$ cat src/rtl/hazard_scoreboard_if.sv
// -----------------------------------------------------------------------------
// hazard_scoreboard_if
// Groups the ID-stage issue/branch/kill request and the stall response of the
// hazard scoreboard into one bundle.
//   master modport : the decode stage; drives the instruction fields and
//                    receives the stall/cause/busy outputs.
//   slave modport  : the scoreboard itself.
// Signals
//   i_issue_valid, i_re_rs, i_re_rt, i_rs, i_rt   instruction sources
//   i_issue_wen, i_issue_ws, i_issue_lat          instruction destination
//   i_branch_en, i_kill                           branch stall / flush
//   o_stall_en, o_raw_stall, o_waw_stall,
//   o_br_stall, o_busy_mask                       stall decision and causes
// -----------------------------------------------------------------------------
interface hazard_scoreboard_if #(
   parameter int ADDR_REG  = 5,
   parameter int LAT_WIDTH = 4
);
   logic                     i_issue_valid;
   logic                     i_re_rs;
   logic                     i_re_rt;
   logic [ADDR_REG-1:0]      i_rs;
   logic [ADDR_REG-1:0]      i_rt;
   logic                     i_issue_wen;
   logic [ADDR_REG-1:0]      i_issue_ws;
   logic [LAT_WIDTH-1:0]     i_issue_lat;
   logic                     i_branch_en;
   logic                     i_kill;
   logic                     o_stall_en;
   logic                     o_raw_stall;
   logic                     o_waw_stall;
   logic                     o_br_stall;
   logic [2**ADDR_REG-1:0]   o_busy_mask;

   modport master (
      output i_issue_valid, i_re_rs, i_re_rt, i_rs, i_rt,
             i_issue_wen, i_issue_ws, i_issue_lat, i_branch_en, i_kill,
      input  o_stall_en, o_raw_stall, o_waw_stall, o_br_stall, o_busy_mask
   );

   modport slave (
      input  i_issue_valid, i_re_rs, i_re_rt, i_rs, i_rt,
             i_issue_wen, i_issue_ws, i_issue_lat, i_branch_en, i_kill,
      output o_stall_en, o_raw_stall, o_waw_stall, o_br_stall, o_busy_mask
   );
endinterface

$ cat src/rtl/hazard_scoreboard.sv
// -----------------------------------------------------------------------------
// hazard_scoreboard
// ID-stage stall unit built on a per-register scoreboard of result-latency
// countdowns. Each register holds the number of cycles until its pending
// result becomes forwardable; a reader of a non-zero entry stalls (RAW), and a
// writer whose result would land before an older pending write stalls (WAW).
// A programmable branch stall and a kill/flush input are also handled.
// Ports
//   i_clk    clock, all state on the rising edge
//   i_rst_n  synchronous active-low reset; all outputs forced to 0 while low
//   sb       hazard_scoreboard_if.slave: instruction fields in, stall out
// Parameters
//   ADDR_REG      register address width (NUM_REGS = 2**ADDR_REG)
//   LAT_WIDTH     width of each countdown and of i_issue_lat
//   BRANCH_STALL  stall cycles per taken branch (0 disables branch stalls)
// -----------------------------------------------------------------------------
module hazard_scoreboard #(
   parameter int ADDR_REG     = 5,
   parameter int LAT_WIDTH    = 4,
   parameter int BRANCH_STALL = 1
) (
   input logic               i_clk,
   input logic               i_rst_n,
   hazard_scoreboard_if.slave sb
);

   localparam int NUM_REGS = 2**ADDR_REG;
   localparam int BR_W     = (BRANCH_STALL > 0) ? $clog2(BRANCH_STALL + 1) : 1;
   localparam logic BR_ON  = (BRANCH_STALL != 0);
   localparam logic [BR_W-1:0] BR_LOAD =
      (BRANCH_STALL > 0) ? BR_W'(BRANCH_STALL - 1) : '0;

   logic [LAT_WIDTH-1:0] cnt [NUM_REGS];
   logic [BR_W-1:0]      br_cnt;
   logic [NUM_REGS-1:0]  busy;
   logic                 raw;
   logic                 waw;
   logic                 br;
   logic                 stall;
   logic                 accept;

   // Busy vector straight from the countdowns; r0 is hard-wired idle so reads
   // of r0 can never stall.
   always_comb begin
      busy = '0;
      for (int n = 1; n < NUM_REGS; n++) begin
         busy[n] = (cnt[n] != '0);
      end
   end

   // Hazard detection works on pre-issue state, so an instruction whose source
   // equals its own destination only sees the older producer. WAW stalls only
   // when the older write would still be pending after the new one finishes.
   always_comb begin
      raw    = sb.i_issue_valid &
               ((sb.i_re_rs & busy[sb.i_rs]) | (sb.i_re_rt & busy[sb.i_rt]));
      waw    = sb.i_issue_valid & sb.i_issue_wen & (sb.i_issue_ws != '0) &
               (cnt[sb.i_issue_ws] > sb.i_issue_lat);
      br     = BR_ON & (sb.i_branch_en | (br_cnt != '0));
      stall  = raw | waw | br;
      accept = sb.i_issue_valid & ~stall & ~sb.i_kill;
   end

   // Outputs are the zero-latency stall path, masked to 0 during reset.
   always_comb begin
      sb.o_raw_stall = i_rst_n & raw;
      sb.o_waw_stall = i_rst_n & waw;
      sb.o_br_stall  = i_rst_n & br;
      sb.o_stall_en  = i_rst_n & stall;
      sb.o_busy_mask = i_rst_n ? busy : '0;
   end

   // Countdown update: reset and kill both wipe the board; an accepted write
   // loads its latency; otherwise every non-zero entry counts down by one.
   always_ff @(posedge i_clk) begin
      if (!i_rst_n || sb.i_kill) begin
         for (int n = 0; n < NUM_REGS; n++) begin
            cnt[n] <= '0;
         end
      end else begin
         cnt[0] <= '0;
         for (int n = 1; n < NUM_REGS; n++) begin
            if (accept && sb.i_issue_wen && (sb.i_issue_ws == ADDR_REG'(n))) begin
               cnt[n] <= sb.i_issue_lat;
            end else if (cnt[n] != '0) begin
               cnt[n] <= cnt[n] - 1'b1;
            end
         end
      end
   end

   // Branch window: the cycle of i_branch_en stalls by itself, br_cnt covers
   // the remaining BRANCH_STALL-1 cycles. A branch inside the window is
   // absorbed rather than reloading the counter.
   always_ff @(posedge i_clk) begin
      if (!i_rst_n || sb.i_kill || !BR_ON) begin
         br_cnt <= '0;
      end else if (br_cnt != '0) begin
         br_cnt <= br_cnt - 1'b1;
      end else if (sb.i_branch_en) begin
         br_cnt <= BR_LOAD;
      end
   end

endmodule

$ cat src/flat_wrapper.sv
// flat-port wrapper written by rule: the top's interface ports become plain ports
module hazard_scoreboard_flat 
#(
   parameter int ADDR_REG     = 5,
   parameter int LAT_WIDTH    = 4,
   parameter int BRANCH_STALL = 1
)
  (i_clk, i_rst_n, sb_i_issue_valid, sb_i_re_rs, sb_i_re_rt, sb_i_rs, sb_i_rt, sb_i_issue_wen, sb_i_issue_ws, sb_i_issue_lat, sb_i_branch_en, sb_i_kill, sb_o_stall_en, sb_o_raw_stall, sb_o_waw_stall, sb_o_br_stall, sb_o_busy_mask);
  hazard_scoreboard_if #(.ADDR_REG(ADDR_REG), .LAT_WIDTH(LAT_WIDTH)) sb_i ();
  input logic i_clk;
  input logic i_rst_n;
  input wire logic [$bits(sb_i.i_issue_valid)-1:0] sb_i_issue_valid;
  input wire logic [$bits(sb_i.i_re_rs)-1:0] sb_i_re_rs;
  input wire logic [$bits(sb_i.i_re_rt)-1:0] sb_i_re_rt;
  input wire logic [$bits(sb_i.i_rs)-1:0] sb_i_rs;
  input wire logic [$bits(sb_i.i_rt)-1:0] sb_i_rt;
  input wire logic [$bits(sb_i.i_issue_wen)-1:0] sb_i_issue_wen;
  input wire logic [$bits(sb_i.i_issue_ws)-1:0] sb_i_issue_ws;
  input wire logic [$bits(sb_i.i_issue_lat)-1:0] sb_i_issue_lat;
  input wire logic [$bits(sb_i.i_branch_en)-1:0] sb_i_branch_en;
  input wire logic [$bits(sb_i.i_kill)-1:0] sb_i_kill;
  output wire logic [$bits(sb_i.o_stall_en)-1:0] sb_o_stall_en;
  output wire logic [$bits(sb_i.o_raw_stall)-1:0] sb_o_raw_stall;
  output wire logic [$bits(sb_i.o_waw_stall)-1:0] sb_o_waw_stall;
  output wire logic [$bits(sb_i.o_br_stall)-1:0] sb_o_br_stall;
  output wire logic [$bits(sb_i.o_busy_mask)-1:0] sb_o_busy_mask;
  assign sb_i.i_issue_valid = sb_i_issue_valid;
  assign sb_i.i_re_rs = sb_i_re_rs;
  assign sb_i.i_re_rt = sb_i_re_rt;
  assign sb_i.i_rs = sb_i_rs;
  assign sb_i.i_rt = sb_i_rt;
  assign sb_i.i_issue_wen = sb_i_issue_wen;
  assign sb_i.i_issue_ws = sb_i_issue_ws;
  assign sb_i.i_issue_lat = sb_i_issue_lat;
  assign sb_i.i_branch_en = sb_i_branch_en;
  assign sb_i.i_kill = sb_i_kill;
  assign sb_o_stall_en = sb_i.o_stall_en;
  assign sb_o_raw_stall = sb_i.o_raw_stall;
  assign sb_o_waw_stall = sb_i.o_waw_stall;
  assign sb_o_br_stall = sb_i.o_br_stall;
  assign sb_o_busy_mask = sb_i.o_busy_mask;
  hazard_scoreboard #(.ADDR_REG(ADDR_REG), .LAT_WIDTH(LAT_WIDTH), .BRANCH_STALL(BRANCH_STALL)) u_core (.i_clk(i_clk), .i_rst_n(i_rst_n), .sb(sb_i));
endmodule
$ cat config.mk
export PLATFORM = sky130hd
export DESIGN_NAME = hazard_scoreboard_flat
export DESIGN_NICKNAME = d
export VERILOG_FILES = /design/src/rtl/hazard_scoreboard_if.sv /design/src/rtl/hazard_scoreboard.sv /design/src/flat_wrapper.sv
export SDC_FILE = /design/constraint.sdc
export NUM_CORES = 1
export LEC_CHECK = 0
export ABC_CLOCK_PERIOD_IN_PS = 6900
export CAP_MARGIN = 20
export CORE_MARGIN = 2
export CORE_UTILIZATION = 23
export CTS_BUF_LIST = sky130_fd_sc_hd__clkbuf_16
export DETAILED_ROUTE_END_ITERATION = 16
export GPL_TIMING_DRIVEN = 0
export PLACE_DENSITY_LB_ADDON = 0.1
export SLEW_MARGIN = 20
export SYNTH_ARGS = -nofsm -noshare
export SYNTH_HDL_FRONTEND = slang
export SYNTH_SLANG_ARGS = --single-unit
$ cat constraint.sdc
create_clock -name i_clk -period 6.9 [get_ports i_clk]
set_input_delay 1.725 -clock i_clk [delete_from_list [all_inputs] [get_ports i_clk]]
set_output_delay 1.725 -clock i_clk [all_outputs]
set_load 0.005 [all_outputs]
==> flow_metrics.tcl <==
set metrics [dict create \
    chipHeight_microns 215.2 \
    critical_path_required_ns 5.18 \
    peakVddDrop_mv 0.1642 \
    synth_top_area_share_pct 36.29 \
    period_share_pct 96.77 \
    cts_tree "done" \
    end_kind "output port" \
    hold_class "reg2reg" \
    wl_per_cell_microns 25.05 \
    fin_cells 1707 \
    synth_most_common_cell "edfxtp_1" \
    cp-start-kind "input pin" \
    ys_ff_latch 125 \
    drive_above_1_share_pct 15.98 \
    yosysUniqueCellTypes 73 \
    cp.arrival_ns 4.95 \
    yosysWarningCount 0 \
    status "complete, no violations" \
    yosysTopAreaCell "edfxtp_1" \
    tightestPinTransition_ns 1.163 \
    fin_crit_ns 6.677 \
    syn_area_per_cell_sq_um 10.11 \
    cts_hold_buffers 0 \
    ys.flop_type "edfxtp_1" \
    postRouteWirelength_microns 42750 \
    grt_pass1_wl_microns 62100 \
    grt_usage_pct 18.63 \
    antenna_found_initial 1 \
    synth_edf_count 124 \
    rrSetupSlack_ns 1.68 \
    fin_nets 1164 \
    num_vias 8617 \
    drc 0 \
    die_w_microns 215.2 \
    path_class "in2out" \
    num_rows 77 \
    cp_max_fo 10 \
    clock_latency_ns 0.44 \
    path_clk_slew_ns 0.06 \
    dp_hpwl_microns 32400 \
    fmax_mhz 149.8 \
    maxSlewViolCount 0 \
    ys_seq_area_share_pct 36.49 \
    routabilityCongestion 0.8399 \
    firstDrtPassIters 5 \
    rsz0062_at_grt "no" \
    numCtsBuffers 17 \
    grt_max_degree 20 \
    viasPerCell 5.048 \
    grt_overflow 0 \
    start_util_pct 23.25 \
    worst_slack_ns 0.2230 \
    synthTopCellsByArea "edfxtp_1 36%, mux2i_1 7.7%, mux4_2 7.2%" \
    synthTopCellsByCount "124 x edfxtp_1, 79 x mux2i_1, 74 x inv_1" \
    top_layer_used "met4" \
    syn_inst 1015 \
    leakagePower_nw 5.097 \
    first_global_vias 8529 \
    post-place-ws_ns -2.224 \
    fillers 4763 \
    core-area_sq_um 44120 \
    async_flop_share_pct 0 \
    root_buffer "clkbuf_16" \
    wl_met3_microns 1974 \
    r2r_cells 15 \
    area_growth_pct 21.01 \
    r2r_end "u_core.cnt[10][3]" \
    postRouteAntennaNets 0 \
    dp.cells 1669 \
    r2r_start "u_core.cnt[6][2]" \
    dieArea_sq_um 46310 \
    syn_area_sq_um 10260 \
    skew_ns 0.01054 \
    drtIter0Drc 713 \
    clk_path_buf_depth 2 \
    max-slew-margin-rel_pct 22.46 \
    holdWs_ns 0.6519 \
    cts_sinks 125 \
    critPathLaunch "sb_i_issue_ws[0]" \
    io_buffer_count 56 \
    cts_htree_levels 4 \
    drv_cap 0 \
    setup_viol 0 \
    io_pins 63 \
    power_density_nw_per_um2 423.9 \
    met1_length_microns 20800 \
    cp-endpoint "sb_o_stall_en" \
    dr_wl_met2_microns 19030 \
    hold_viol_final 0 \
]
==> flip-flops by register name, indices dropped and copies added, names as in the netlist <==
name	flops
u_core.br_cnt	1
u_core.cnt	124
==> cell families after synthesis <==
group | synth area share [%]
buffers and inverters | 5.793
AND/OR/NAND/NOR | 20.45
multiplexers | 21.43
AO/OA/AOI/OAI | 8.037
flip-flops | 36.49
adder cells (fa/ha/maj) | 4.268
other | 0.03655
XOR/XNOR | 3.500
==> critical path, stage by stage <==
cell	delay (ns)
buf_4	0.15
buf_12	0.15
clkbuf_4	0.22
nand2_1	0.08
o21ai_0	0.14
nand2_1	0.11
o21ai_0	0.14
mux4_2	0.54
nor2_1	0.11
nor2_1	0.06
ha_1	0.28
nor2b_1	0.13
o21a_1	0.17
o21ai_2	0.16
a211oi_4	0.10
buf_4	0.16
a2111oi_1	0.26
nor2b_1	0.10
dlymetal6s2s_1	0.17
==> through the flow <==
| stage | setup TNS (ns) | utilization (%) | instance area [sq um] | total power [mW] |
|---|---|---|---|---|
| after floorplan | 0 | - | 10260 | 3.266 |
| after global placement | -498.78 | 26.21 | 11560 | 4.381 |
| after detailed placement | -356.15 | 26.41 | 11650 | 4.429 |
| after CTS | 0 | 28.09 | 12400 | 5.285 |
| after global routing | 0 | 28.13 | 12410 | 5.618 |
| final | 0 | 28.14 | 12420 | 5.264 |
==> layout make-up <==
class	instances	area, sq um	share of cell area, %
flip-flops and latches	125	3744	30.15
inverters	75	281.5	2.267
repair buffers	70	701.9	5.654
clock buffers	17	425.4	3.426
plain buffers	74	436.7	3.517
diodes	1	2.502	0.02016
multi-input cells	739	6017	48.46
well taps	592	740.7	5.966
clock inverters	14	66.31	0.5341
==> how the worst min path moves through the flow <==
| stage | from | endpoint | slack [ns] | depth (start not counted) |
|---|---|---|---|---|
| final | u_core.cnt[20][0] | u_core.cnt[20][0] | 0.65 | 1 |
| after floorplan | u_core.cnt[22][0] | u_core.cnt[22][0] | 0.59 | 1 |
| after detailed placement | u_core.cnt[26][0] | u_core.cnt[26][0] | 0.64 | 1 |
| after CTS | u_core.cnt[20][0] | u_core.cnt[20][0] | 0.65 | 1 |
| after global routing | u_core.cnt[26][0] | u_core.cnt[26][0] | 0.68 | 1 |
| after global placement | u_core.cnt[26][0] | u_core.cnt[26][0] | 0.64 | 1 |
==> layer usage <==
layer | global-route usage, % | up-vias
met5 | 0 | -
li1 | - | 3940
met1 | 26.43 | 4372
met4 | 5.701 | 0
met2 | 29.06 | 265
met3 | 2.845 | 40
==> cell usage in the layout (no fill, tap or decap), types with 19 or more instances in the layout <==
| cell type | n |
|---|---|
| clkbuf_1 | 45 |
| edfxtp_1 | 124 |
| xnor2_1 | 25 |
| nand2_1 | 58 |
| nor2b_1 | 33 |
| nand3_1 | 33 |
| inv_1 | 78 |
| nor3_1 | 64 |
| clkdlybuf4s50_1 | 52 |
| nor2_1 | 61 |
| o21ai_0 | 20 |
| ha_1 | 35 |
| clkbuf_16 | 19 |
| mux2i_1 | 79 |
| mux2_2 | 29 |
| mux4_2 | 33 |
==> power by group <==
part,internal [mW],total [mW],switching [mW]
clock,0.443,0.804,0.361
combinational,1.24,2.80,1.55
sequential,1.27,1.66,0.390
==> what timing repair did <==
item,in CTS,in global routing
setup endpoints to repair,251,3
setup buffers,7,1
cloned,1,0
pin swaps,3,4
gates resized for setup,67,9
Power figures use the tool's default switching activity.
